==> config.mk <==
export PLATFORM = sky130hd
export DESIGN_NAME = count_monitor_flat
export DESIGN_NICKNAME = d
export VERILOG_FILES = /design/src/rtl/count_monitor_if.sv /design/src/rtl/count_monitor.sv /design/src/flat_wrapper.sv
export SDC_FILE = /design/constraint.sdc
export NUM_CORES = 1
export LEC_CHECK = 0
export CAP_MARGIN = 40
export CORE_MARGIN = 5
export CORE_UTILIZATION = 54
export DETAILED_ROUTE_END_ITERATION = 16
export PLACE_DENSITY = 0.79
export SLEW_MARGIN = 20
export SYNTH_ARGS = -nofsm -noshare
export SYNTH_HDL_FRONTEND = slang
export SYNTH_SLANG_ARGS = --single-unit
==> constraint.sdc <==
create_clock -name clk -period 7.5 [get_ports clk]
set_clock_uncertainty 0.2 [all_clocks]
set_input_delay 1.5 -clock clk [delete_from_list [all_inputs] [get_ports clk]]
set_output_delay 1.5 -clock clk [all_outputs]
set_load 0.005 [all_outputs]
==> src/rtl/count_monitor_if.sv <==
// Bus between the upstream counter/consumer side and count_monitor.
// Event handshake: a record transfers on a clk edge where evt_valid and evt_ready are both 1; evt_data holds steady while evt_valid is high and not yet taken.
interface count_monitor_if #(
    parameter int WRAP_W = 8,
    parameter int ERR_W  = 4
);
    logic [1:0]        val;
    logic              clear;
    logic              evt_ready;
    logic              evt_valid;
    logic [WRAP_W-1:0] evt_data;
    logic [WRAP_W-1:0] wrap_cnt;
    logic              err_step;
    logic [ERR_W-1:0]  err_cnt;
    logic              ovf;
    logic [1:0]        dbg_state;  // {event pending, tracker in TRACK}

    modport master (
        output val, clear, evt_ready,
        input  evt_valid, evt_data, wrap_cnt, err_step, err_cnt, ovf, dbg_state
    );

    modport slave (
        input  val, clear, evt_ready,
        output evt_valid, evt_data, wrap_cnt, err_step, err_cnt, ovf, dbg_state
    );
endinterface

==> src/rtl/count_monitor.sv <==
// Checks a 2-bit counter for +1 mod 4 steps, counts 3->0 wraps and emits one
// handshaked event per THRESH wraps, with sticky error/overflow status.
module count_monitor #(
    parameter int WRAP_W = 8,
    parameter int THRESH = 4,
    parameter int ERR_W  = 4
) (
    input  logic           clk,
    input  logic           rst,
    count_monitor_if.slave bus
);
    typedef enum logic {INIT, TRACK}  trk_e;
    typedef enum logic {EMPTY, PEND}  evt_e;

    localparam logic [7:0]       GRP_LAST = 8'(THRESH - 1);
    localparam logic [ERR_W-1:0] ERR_MAX  = '1;

    trk_e              trk_q, trk_d;
    evt_e              evt_st_q, evt_st_d;
    logic [1:0]        prev_q, prev_d;
    logic [WRAP_W-1:0] wrap_q, wrap_d;
    logic [7:0]        grp_q, grp_d;
    logic [WRAP_W-1:0] evt_data_q, evt_data_d;
    logic              err_step_q, err_step_d;
    logic [ERR_W-1:0]  err_cnt_q, err_cnt_d;
    logic              ovf_q, ovf_d;

    logic              step_err;
    logic              wrap;
    logic              new_evt;
    logic              drop;
    logic [1:0]        exp_val;
    logic [ERR_W-1:0]  err_base;

    always_ff @(posedge clk or negedge rst) begin
        if (!rst) begin
            trk_q      <= INIT;
            evt_st_q   <= EMPTY;
            prev_q     <= '0;
            wrap_q     <= '0;
            grp_q      <= '0;
            evt_data_q <= '0;
            err_step_q <= 1'b0;
            err_cnt_q  <= '0;
            ovf_q      <= 1'b0;
        end else begin
            trk_q      <= trk_d;
            evt_st_q   <= evt_st_d;
            prev_q     <= prev_d;
            wrap_q     <= wrap_d;
            grp_q      <= grp_d;
            evt_data_q <= evt_data_d;
            err_step_q <= err_step_d;
            err_cnt_q  <= err_cnt_d;
            ovf_q      <= ovf_d;
        end
    end

    // Tracker: the first sample after reset only seeds prev; afterwards every sample is checked.
    always_comb begin
        trk_d    = trk_q;
        step_err = 1'b0;
        wrap     = 1'b0;
        exp_val  = prev_q + 2'd1;
        prev_d   = bus.val;
        case (trk_q)
            INIT:  trk_d = TRACK;
            TRACK: begin
                step_err = (bus.val != exp_val);
                wrap     = (prev_q == 2'd3) && (bus.val == 2'd0) && !step_err;
            end
            default: trk_d = INIT;
        endcase
    end

    always_comb begin
        wrap_d  = wrap_q;
        grp_d   = grp_q;
        new_evt = 1'b0;
        if (wrap) begin
            wrap_d = wrap_q + WRAP_W'(1);
            if (grp_q == GRP_LAST) begin
                grp_d   = '0;
                new_evt = 1'b1;
            end else begin
                grp_d = grp_q + 8'd1;
            end
        end
    end

    // Event register: an accept and a new event in the same cycle reload without a bubble.
    always_comb begin
        evt_st_d   = evt_st_q;
        evt_data_d = evt_data_q;
        drop       = 1'b0;
        case (evt_st_q)
            EMPTY: begin
                if (new_evt) begin
                    evt_st_d   = PEND;
                    evt_data_d = wrap_d;
                end
            end
            PEND: begin
                if (bus.evt_ready) begin
                    if (new_evt) evt_data_d = wrap_d;
                    else         evt_st_d   = EMPTY;
                end else if (new_evt) begin
                    drop = 1'b1;
                end
            end
            default: evt_st_d = EMPTY;
        endcase
    end

    // Status: clear is applied first so a same-cycle set wins.
    always_comb begin
        err_base   = bus.clear ? '0 : err_cnt_q;
        err_step_d = (bus.clear ? 1'b0 : err_step_q) | step_err;
        err_cnt_d  = (step_err && err_base != ERR_MAX) ? err_base + ERR_W'(1) : err_base;
        ovf_d      = (bus.clear ? 1'b0 : ovf_q) | drop;
    end

    assign bus.evt_valid = (evt_st_q == PEND);
    assign bus.evt_data  = evt_data_q;
    assign bus.wrap_cnt  = wrap_q;
    assign bus.err_step  = err_step_q;
    assign bus.err_cnt   = err_cnt_q;
    assign bus.ovf       = ovf_q;
    assign bus.dbg_state = {evt_st_q == PEND, trk_q == TRACK};
endmodule

==> src/flat_wrapper.sv <==
// flat-port wrapper written by rule: the top's interface ports become plain ports
module count_monitor_flat 
#(
    parameter int WRAP_W = 8,
    parameter int THRESH = 4,
    parameter int ERR_W  = 4
)
  (clk, rst, bus_val, bus_clear, bus_evt_ready, bus_evt_valid, bus_evt_data, bus_wrap_cnt, bus_err_step, bus_err_cnt, bus_ovf, bus_dbg_state);
  count_monitor_if #(.WRAP_W(WRAP_W), .ERR_W(ERR_W)) bus_i ();
  input  logic clk;
  input  logic rst;
  input wire logic [$bits(bus_i.val)-1:0] bus_val;
  input wire logic [$bits(bus_i.clear)-1:0] bus_clear;
  input wire logic [$bits(bus_i.evt_ready)-1:0] bus_evt_ready;
  output wire logic [$bits(bus_i.evt_valid)-1:0] bus_evt_valid;
  output wire logic [$bits(bus_i.evt_data)-1:0] bus_evt_data;
  output wire logic [$bits(bus_i.wrap_cnt)-1:0] bus_wrap_cnt;
  output wire logic [$bits(bus_i.err_step)-1:0] bus_err_step;
  output wire logic [$bits(bus_i.err_cnt)-1:0] bus_err_cnt;
  output wire logic [$bits(bus_i.ovf)-1:0] bus_ovf;
  output wire logic [$bits(bus_i.dbg_state)-1:0] bus_dbg_state;
  assign bus_i.val = bus_val;
  assign bus_i.clear = bus_clear;
  assign bus_i.evt_ready = bus_evt_ready;
  assign bus_evt_valid = bus_i.evt_valid;
  assign bus_evt_data = bus_i.evt_data;
  assign bus_wrap_cnt = bus_i.wrap_cnt;
  assign bus_err_step = bus_i.err_step;
  assign bus_err_cnt = bus_i.err_cnt;
  assign bus_ovf = bus_i.ovf;
  assign bus_dbg_state = bus_i.dbg_state;
  count_monitor #(.WRAP_W(WRAP_W), .THRESH(THRESH), .ERR_W(ERR_W)) u_core (.clk(clk), .rst(rst), .bus(bus_i));
endmodule
# --- Yosys cells after proc, flatten, opt, wreduce, memory -nomap -nowiden ---
# Cells that the tools add are included.
classes:
  muxes: 18
  reduce_logical: 5
  addsub: 4
  bitwise_logic: 3
  eq_ne: 5
op_table:
  columns: ["cell", "count"]
  rows:
  - ["$mux W8", 4]
  - ["$add A8 B1 Y8 const B", 2]
  - ["$pmux W8 S2", 1]
  - ["$mux W1", 10]
  - ["$eq A8 B2 Y1 const B", 1]
  - ["$mux W4", 2]
  - ["$add A4 B1 Y4 const B", 1]
  - ["$ne A4 B4 Y1 const B", 1]
  - ["$logic_and A1 B1 Y1", 3]
  - ["$add A2 B1 Y2 const B", 1]
  - ["$eq A2 B2 Y1 const B", 1]
  - ["$logic_not A2 Y1", 1]
  - ["$ne A2 B2 Y1", 1]
  - ["$ne A2 B2 Y1 const B", 1]
  - ["$or A1 B1 Y1", 2]
  - ["$pmux W1 S2", 1]
  - ["$logic_not A1 Y1", 1]
  - ["$not A1 Y1", 1]
word_totals:
  input_bits: 6
  regBits: 34
  output_inout_bits: 25
  elab_cells: 44

# --- Logic depth before layout (Yosys ltp) ---
# Gate-level depths: netlist of run 1.
depth:
  ltp_word: 10
  depth_mapped: 6
  mapped_depth_nobuf: 6

# --- Worst setup path before layout of run 1 ---
# Ideal clock, no wire load.
synth_path:
  path_type: "in2reg"
  start: "in bus_val[1]"
  end: "reg u_core.evt_data_q[1], in the netlist u_core.bus.evt_data[1]"
  path_stages: 5
  required_time_ns: 7.175
  setup_time_ns: 0.125
  arrival_ns: 2.870
  path_slack_ns: 4.305
  path_buffers: 1
  cell_sequence: "nor4b_1 and2_1 buf_2 mux2_2 mux2_2"
synth_between:
  elab_chain_len: 8
  word_cells_on_any_way: 11
  classes_between: "eq/ne (1); mux (6); reduce/logical (4)"
synth_rtl:
  columns: ["item", "line_no", "text"]
  rows:
  - ["from (decl)", "flat_wrapper.sv:12", "input wire logic [$bits(bus_i.val)-1:0] bus_val;"]
  - ["$ne A2 B2 Y1 / $logic_not A2 Y1 (equally long branches)", "count_monitor.sv:69, count_monitor.sv:70", null]
  - ["$logic_not A1 Y1 / $logic_and A1 B1 Y1 (equally long branches)", "count_monitor.sv:70", "wrap = (prev_q == 2'd3) && (bus.val == 2'd0) && !step_err;"]
  - ["$logic_and A1 B1 Y1 *", "count_monitor.sv:70", null]
  - ["$mux W1 *", "count_monitor.sv:66", "case (trk_q)"]
  - ["$mux W8 *", "count_monitor.sv:80", "if (wrap) begin"]
  - ["via u_core.wrap_d[1]", "count_monitor.sv:21", "logic [WRAP_W-1:0] wrap_q, wrap_d;"]
  - ["$mux W8 *", "count_monitor.sv:98, count_monitor.sv:105", null]
  - ["$mux W8", "count_monitor.sv:104", "if (bus.evt_ready) begin"]
  - ["$pmux W8 S2 *", "count_monitor.sv:96", "case (evt_st_q)"]
  - ["to (signal assigned)", "count_monitor.sv:52", "evt_data_q <= evt_data_d;"]
  - ["to (decl)", "count_monitor.sv:23", "logic [WRAP_W-1:0] evt_data_q, evt_data_d;"]
# Mark *: on every way through the listed nets, which the timed path passes. The rest lies on a longest branch. The select of a mux whose other input is x is not followed.
# A chain may end at the register's enable or synchronous reset.

# --- Final worst setup path of run 1 ---
layout_path:
  start: "in bus_val[1]"
  end: "reg u_core.evt_data_q[6], in the netlist u_core.bus.evt_data[6]"
layout_between:
  elab_chain_len: 8
  word_cells_on_any_way: 11
  classes_between: "eq/ne (1); mux (6); reduce/logical (4)"
layout_rtl:
  columns: ["item", "line_no"]
  rows:
  - ["$ne A2 B2 Y1 / $logic_not A2 Y1 (equally long branches)", "count_monitor.sv:69, count_monitor.sv:70"]
  - ["$logic_not A1 Y1 / $logic_and A1 B1 Y1 (equally long branches)", "count_monitor.sv:70"]
  - ["$logic_and A1 B1 Y1 *", "count_monitor.sv:70"]
  - ["$mux W1 *", "count_monitor.sv:66"]
  - ["$mux W8 / $mux W1 (equally long branches)", "count_monitor.sv:80"]
  - ["$mux W8 *", "count_monitor.sv:98, count_monitor.sv:105"]
  - ["$mux W8", "count_monitor.sv:104"]
  - ["$pmux W8 S2 *", "count_monitor.sv:96"]
# Every way passes the cells marked *; elsewhere a longest branch is shown, timed or not. The select of a mux whose other input is x is not followed.

==> results.cfg, run 1 <==
[routing]
wire_per_inst_um = 15.18
routed_wl_um = 2961
dr.pass1.iters = 4
ant_nets = 0
drc = 0
num_vias = 1081
drt_iter0_markers = 23
drt-vias-per-instance = 5.544

[power]
p_per_area_mw_per_mm2 = 174.4
vdd_drop_max_uv = 162.4
power_mw = 0.3315
p_leak_nw = 0.8565

[synthesis]
synth_warnings = 0
synthArstFlopShare = 1.000
yosysMostFrequentCell = dfrtp_1
synth_area_mm2 = 0.001543
synth_seq_area_share = 0.5515
synth_fp_nets = 142
ys_seq_elements = 34
synth_top_area_share = 0.5515
synth_top_area_cell = dfrtp_1
synth.area.top_cells = dfrtp_1, xnor2_1, mux2_2
synth_edf_count = 0
post_synth_num_cell_types = 30
synth_area_per_cell_um2 = 11.69
synthTopCellsByCount = dfrtp_1, xnor2_1, nand2_1
ys.flop_type = dfrtp_1
synthCells = 132

[global_routing]
grt_max_degree = 35
antenna_found_initial = 0
overflow = 0
grtUsageMet2 = 0.2589
grt_pass1_vias = 1186
grt_pass1_wl_um = 5271
grt_use_met1 = 0.2057
met3_usage = 0.04796
grt_use_total = 0.1632
globalRoute.busiestLayer = met2

[floorplanning]
die_area_mm2 = 0.004026
start_util = 0.5594
die-height_um = 63.45
coreArea_mm2 = 0.002758
std_cell_rows = 19
ios = 31
die_x_um = 63.45

[layout]
regArea_um2 = 850.8
fin_util = 0.6892
nNetsFinal = 174
multi_input_area_um2 = 633.1
diodes = 0
drive_gt1_frac = 0.1098
finish.instance_area_mm2 = 0.001901
syn2layout_area_growth_pct = 23.20
fillCellCount = 218
final_cells = 195

[critical_path]
critPathArrivalTime_ns = 3.93
slowest_delay_ns = 0.67
path_cells = clkdlybuf4s50_1 > nor4b_1 > nand4_1 > nor2b_1 > mux2_2
critPathKind = primary input to register
cpMaxStageDelayCell = nor2b_1
reg2reg_from = u_core.prev_q[0]
cp-start-kind = primary input
crit_required_ns = 7.52
cp_max_fo = 8
worstSetupStartpoint = bus_val[1]
end_kind = register

[clock_tree]
post-cts-setup-buffers = 0
clkLatencyLatePin_ns = 0.33
cts_tree = done
cts_buffer_depth = 2
numCtsBuffers = 5
clkTransAtPathRegs_ns = 0.10
ctsResizeCount = 0
hold_buffers = 0
htreeDepth = 2
cts_root_buffer = clkbuf_4
cts.sinks = 34

[timing]
final.period_utilization = 0.5214
hold_viol_final = 0
min_period_ns = 3.910
clock.fmax_mhz = 255.7
rsz0062_at_grt = no
final_max_slew_viol_count = 0
worst_slack_ns = 3.590
timing.setup.tns_ns = 0
timing.hold.ws_ns = 0.2911
worstMarginPinSlew_ns = 0.7570
slew_headroom = 0.4943
setup_viol = 0

[hold_path]
min_path_type = register to register
hp-start = u_core.bus.wrap_cnt[7]

[placed_design]
place.gp.congestion = 0.7437
dp_hpwl_um = 2135
placed_cell_area_mm2 = 0.001853
io_buffers = 30
pre_cts_slack_ns = 3.234
placedCellCount = 188

[status]
status = complete, no violations

[run]
drv_cap = 0
==> worst max-delay path, delay by kind of cell <==
family,cells,cell delay [ns]
multiplexers,1,0.41
buffers and inverters,1,0.48
AND/OR/NAND/NOR,3,1.54
==> power by group <==
part           internal (mW)  switching [mW]
clock                 0.0337          0.0597
combinational         0.0213          0.0166
sequential             0.191         0.00892
==> path summary, 6_finish.rpt <==
| path | endpoint | slack, ns | cells after the start |
|---|---|---|---|
| worst max-delay path | u_core.bus.evt_data[6] | 3.59 | 5 |
| worst min-delay path | u_core.bus.wrap_cnt[7] | 0.29 | 1 |
| worst max register to register | u_core.bus.evt_data[6] | 4.41 | 5 |
| worst min register to register | u_core.bus.wrap_cnt[7] | 0.29 | 1 |
| max in group asynchronous | u_core.bus.evt_data[6] | 5.43 | 2 |
| min in group asynchronous | u_core.bus.evt_data[7] | 1.36 | 2 |
==> cell usage in the layout, fill, tap and decap left out, types with 4 or more instances in the layout <==
cell type,count
ha_1,4
dfrtp_1,34
nand2_1,10
xor2_1,5
clkdlybuf4s50_1,30
clkbuf_4,5
inv_1,6
xnor2_1,13
mux2_2,8
nor2_1,4
nand4_1,8
nand3_1,6
==> metal layers <==
layer  vias to the layer above  share of wire
met3                        10          0.057
met5                         -              0
li1                        510              -
met4                         0          0.021
met1                       523           0.46
met2                        38           0.47
==> final cells by class <==
cell class	count	share of cell area
clock buffers	5	0.01975
clock inverters	2	0.005267
inverters	6	0.01185
multi-input cells	86	0.3331
flip-flops and latches	34	0.4477
well taps	31	0.02041
repair buffers	31	0.1619
==> cells by family after synthesis <==
kind of cell	share of synthesized area
mux	0.07218
buf+inv	0.03811
flops	0.5515
other cells	0.002431
compound gates	0.01947
fa+ha+maj	0.03244
xor+xnor	0.1022
simple gates	0.1817
==> state kept, by name, summed over array words and instances (netlist names) <==
| name | count |
|---|---|
| u_core.bus.err_step | 1 |
| u_core.bus.err_cnt | 4 |
| u_core.bus.evt_data | 8 |
| u_core.bus.wrap_cnt | 8 |
| u_core.grp_q | 8 |
| u_core.bus.ovf | 1 |
| u_core.trk_q | 1 |
| u_core.bus.evt_valid | 1 |
| u_core.prev_q | 2 |
(Power assumes the default switching activity.)
==> inputs of run 2 (changes only) <==
--- a/config.mk
+++ b/config.mk
@@ -7,9 +7,9 @@
 export LEC_CHECK = 0
 export CAP_MARGIN = 40
 export CORE_MARGIN = 5
-export CORE_UTILIZATION = 54
+export CORE_UTILIZATION = 45
 export DETAILED_ROUTE_END_ITERATION = 16
-export PLACE_DENSITY = 0.79
+export PLACE_DENSITY = 0.7
 export SLEW_MARGIN = 20
 export SYNTH_ARGS = -nofsm -noshare
 export SYNTH_HDL_FRONTEND = slang
==> constraint.sdc (replaced) <==
create_clock -name clk -period 3.2 [get_ports clk]
set_clock_uncertainty 0.2 [all_clocks]
set_input_delay 0.64 -clock clk [delete_from_list [all_inputs] [get_ports clk]]
set_output_delay 0.64 -clock clk [all_outputs]
set_load 0.005 [all_outputs]
==> results.cfg, run 2 (synthesized netlist as in run 1, its figures left out) <==
[critical_path]
worst_r2r_path_depth = 6
end_kind = register
cp_max_fo = 8
crit_required_ns = 3.22
r2r-end = u_core.bus.evt_data[1]
r2r_setup_slack_ns = 0.63
reg2reg_from = u_core.prev_q[0]
critPathArrivalTime_ns = 2.59
cp-start-kind = register
critPathKind = register to register

[clock_tree]
cts_buffer_depth = 2
cts.sinks = 34
post-cts-setup-buffers = 0
clkTransAtPathRegs_ns = 0.10
cts_root_buffer = clkbuf_4
numCtsBuffers = 5
clkLatencyLatePin_ns = 0.33
cts_tree = done
ctsResizeCount = 0
hold_buffers = 0
htreeDepth = 2

[routing]
routed_wl_um = 2823
ant_nets = 0
drt-vias-per-instance = 4.986
num_vias = 1062
dr.pass1.iters = 4
drc = 0
wire_per_inst_um = 13.25
drt_iter0_markers = 12

[global_routing]
grtUsageMet2 = 0.2145
grt_pass1_vias = 1064
overflow = 0
antenna_found_initial = 0
globalRoute.busiestLayer = met2
grt_use_total = 0.1410
grt_max_degree = 35
grt_use_met1 = 0.1801
met3_usage = 0.04700
grt_pass1_wl_um = 4823

[run]
drv_cap = 0

[power]
power_frac_seq = 0.586
p_per_area_mw_per_mm2 = 411.7
p_int_mw = 0.6051
switching_share = 0.2451
p_clk_frac = 0.304
combPwrFrac = 0.110
vdd_drop_max_uv = 298.0
p_leak_nw = 0.8718
p_switching_mw = 0.1965

[hold_path]
hold_depth = 1
min_to = u_core.grp_q[7]
min_path_type = register to register
hp-start = u_core.grp_q[7]

[floorplanning]
ios = 31
coreArea_mm2 = 0.003337
die-height_um = 68.55
std_cell_rows = 21
die_x_um = 68.55
die_area_mm2 = 0.004699
start_util = 0.4623

[timing]
final.period_utilization = 0.8042
clock.fmax_mhz = 388.6
final_max_slew_viol_count = 0
min_period_ns = 2.573
hold_viol_final = 0
rsz0062_at_grt = no
setup_viol = 0
timing.setup.tns_ns = 0

[layout]
layout_commonest_cell = dfrtp_1
syn2layout_area_growth_pct = 26.20
diodes = 0
finish.instance_area_mm2 = 0.001947
mostFrequentLayoutCells = dfrtp_1, clkdlybuf4s50_1, xnor2_1
fillCellCount = 288
nNetsFinal = 176
drive_gt1_frac = 0.1198
regArea_um2 = 850.8
multi_input_area_um2 = 633.1

[placed_design]
placed_cell_area_mm2 = 0.001887
place.gp.congestion = 0.7867
io_buffers = 30
dp_hpwl_um = 2116

[status]
status = complete, no violations
-- run 2: cell count changes in the layout (fill, tap and decap cells not counted) --
cell	delta
buf_4	+2
clkbuf_1	+1
clkbuf_8	+1
clkinv_2	-1
-- run 2: how the worst max path moves through the flow --
stage | start | end | slack (ns) | cells past startpoint
final | u_core.prev_q[0] | u_core.bus.evt_data[1] | 0.63 | 6
after floorplan | u_core.prev_q[0] | u_core.bus.evt_data[1] | 0.75 | 6
after detailed placement | bus_val[1] | u_core.bus.evt_data[1] | 0.32 | 6
after CTS | u_core.prev_q[0] | u_core.bus.evt_data[1] | 0.64 | 6
after global placement | bus_val[1] | u_core.bus.evt_data[7] | 0.39 | 5
after global routing | u_core.prev_q[0] | u_core.bus.evt_data[4] | 0.48 | 7
-- run 2: critical path, cell delays in order (launching register included) --
cell and delay [ns]:
dfrtp_1 0.45, ha_1 0.36, nor4b_1 0.35, buf_4 0.18, and2_1 0.28, mux2_2 0.38
mux2_2 0.26
-- run 2: layer usage --
metal	vias to the layer above	share of wire
met5	-	0
met1	518	0.45
met4	0	0.013
li1	517	-
met3	5	0.061
met2	22	0.47
-- run 2: power by group through the flow --
| stage | clock (mW) | sequential [mW] | combinational, mW |
|---|---|---|---|
| floorplan | 0 | 0.474 | 0.0365 |
| global placement | 0 | 0.476 | 0.0865 |
| detailed placement | 0 | 0.478 | 0.0903 |
| CTS | 0.252 | 0.470 | 0.0899 |
| global route | 0.271 | 0.474 | 0.0980 |
| finish | 0.244 | 0.470 | 0.0879 |
-- run 2: stage by stage --
stage          hold WS (ns)  power, mW    util  worst slack (ns)  cells
5_1_grt              0.3194     0.8434  0.5834            0.4813    213
6_report             0.2802     0.8016  0.5834            0.6265    213
4_1_cts              0.2850     0.8118  0.5834            0.6441    213
2_1_floorplan        0.1444     0.5108       -            0.7451    132
3_5_place_dp         0.2698     0.5684  0.5654            0.3214    205
3_3_place_gp         0.2650     0.5629  0.5654            0.3948    205
-- run 2: final cells by class --
cell class,instances,share of cell area
Timing Repair Buffer,33,0.1658
Clock buffer,7,0.02828
Inverter,6,0.01157
Clock inverter,1,0.002571
Sequential cell,34,0.4370
Tap cell,46,0.02956
Multi-Input combinational cell,86,0.3252
==> inputs of run 3 (changes only) <==
--- a/config.mk
+++ b/config.mk
@@ -7,9 +7,9 @@
 export LEC_CHECK = 0
 export CAP_MARGIN = 40
 export CORE_MARGIN = 5
-export CORE_UTILIZATION = 45
+export CORE_UTILIZATION = 50
 export DETAILED_ROUTE_END_ITERATION = 16
-export PLACE_DENSITY = 0.7
+export PLACE_DENSITY = 0.74
 export SLEW_MARGIN = 20
 export SYNTH_ARGS = -nofsm -noshare
 export SYNTH_HDL_FRONTEND = slang
==> constraint.sdc (replaced) <==
create_clock -name clk -period 2.4 [get_ports clk]
set_clock_uncertainty 0.2 [all_clocks]
set_input_delay 0.48 -clock clk [delete_from_list [all_inputs] [get_ports clk]]
set_output_delay 0.48 -clock clk [all_outputs]
set_load 0.005 [all_outputs]
==> results.cfg, run 3 (synthesized netlist as in run 1, its figures left out) <==
[status]
status = complete, no violations

[timing]
final_max_slew_viol_count = 0
clock.fmax_mhz = 441.6
timing.setup.tns_ns = 0
min_period_ns = 2.264
timing.hold.ws_ns = 0.2997
rsz0062_at_grt = no
hold_viol_final = 0
final.period_utilization = 0.9435
worst_slack_ns = 0.1356
setup_viol = 0

[placed_design]
place.gp.congestion = 0.7766
io_buffers = 30
pre_cts_slack_ns = -0.2368
dp_hpwl_um = 2132

[critical_path]
reg2reg_from = u_core.prev_q[0]
r2r-end = u_core.bus.evt_data[7]
worstSetupStartpoint = u_core.prev_q[0]
r2r_setup_slack_ns = 0.14
cp_max_fo = 6
end_kind = register
endpoint = u_core.bus.evt_data[7]
critPathKind = register to register
crit_required_ns = 2.42
worst_r2r_path_depth = 5
cp-start-kind = register
critPathArrivalTime_ns = 2.28

[power]
p_per_area_mw_per_mm2 = 540.7
p_leak_nw = 0.9242
vdd_drop_max_uv = 362.3
power_mw = 1.091

[clock_tree]
cts.sinks = 34
htreeDepth = 2
cts_buffer_depth = 2
cts_tree = done
clkLatencyLatePin_ns = 0.34
clkTransAtPathRegs_ns = 0.11
cts_root_buffer = clkbuf_4
hold_buffers = 0
post-cts-setup-buffers = 0
numCtsBuffers = 5

[floorplanning]
std_cell_rows = 20
coreArea_mm2 = 0.003003
die_x_um = 65.55
die_area_mm2 = 0.004296
ios = 31
start_util = 0.5138
die-height_um = 65.55

[layout]
mostFrequentLayoutCells = dfrtp_1, clkdlybuf4s50_1, xnor2_1
layout_commonest_cell = dfrtp_1
diodes = 0
nNetsFinal = 185
drive_gt1_frac = 0.1761
syn2layout_area_growth_pct = 30.74

[routing]
ant_nets = 0
drt-vias-per-instance = 5.354
drt_iter0_markers = 40
routed_wl_um = 2904
num_vias = 1119
drc = 0
wire_per_inst_um = 13.89
dr.pass1.iters = 4

[run]
drv_cap = 0

[global_routing]
antenna_found_initial = 0
grt_max_degree = 35
overflow = 0
grt_use_total = 0.1634
grt_pass1_vias = 1191
grt_pass1_wl_um = 5340

[hold_path]
min_path_type = register to register
run 3: cell count changes in the layout (fill, tap and decap cells not counted):
cell	change
buf_4	+9
nor4b_1	-1
nor4b_4	+1
or4b_1	-1
or4b_4	+1
run 3: worst min path at each step:
stage,from,to,slack [ns],cells after the start
floorplan,rst,u_core.bus.err_cnt[0],-0.02,0
global placement,u_core.grp_q[7],u_core.grp_q[7],0.27,1
detailed placement,u_core.grp_q[7],u_core.grp_q[7],0.27,1
CTS,u_core.bus.wrap_cnt[7],u_core.bus.wrap_cnt[7],0.31,1
global route,u_core.bus.wrap_cnt[7],u_core.bus.wrap_cnt[7],0.33,1
finish,u_core.bus.wrap_cnt[7],u_core.bus.wrap_cnt[7],0.30,1
run 3: report_power, final:
group	total (mW)	internal (mW)	leakage, nW	switching (mW)
clock	0.333	0.142	0.0353	0.191
combinational	0.134	0.0786	0.444	0.0555
sequential	0.624	0.598	0.445	0.0260
run 3: routing by layer:
metal  share of wire  wire length [um]  GRT usage
met5               0                 0          0
met4           0.017                49    0.06218
met3           0.055               161    0.06154
met2            0.48              1384     0.2705
met1            0.45              1309     0.1920
run 3: worst max-delay path, stage by stage (launching register included):
cell and delay (ns):
dfrtp_1 0.40, ha_1 0.31, or4b_4 0.54, nor4_4 0.28
xor2_1 0.12, mux2_1 0.30
run 3: layout make-up:
| type | instances | area (um2) |
|---|---|---|
| Fill cell | 256 | 985.9 |
| Sequential cell | 34 | 850.8 |
| Multi-Input combinational cell | 86 | 651.9 |
| Timing Repair Buffer | 42 | 390.4 |
| Clock buffer | 7 | 55.05 |
| Tap cell | 33 | 41.29 |
| Inverter | 6 | 22.52 |
| Clock inverter | 1 | 5.005 |
run 3: through the flow:
step | area (um2) | std cells | utilization
after floorplan | 1549 | 132 | -
after global placement | 1944 | 201 | 0.6475
after detailed placement | 1944 | 201 | 0.6475
after CTS | 2008 | 209 | 0.6688
after global routing | 2017 | 209 | 0.6717
final | 2017 | 209 | 0.6717
run 3: timing repair:
action                     in CTS  in global routing
gates resized for setup         1                  1
pin swaps                       0                  3
setup endpoints to repair       1                  8
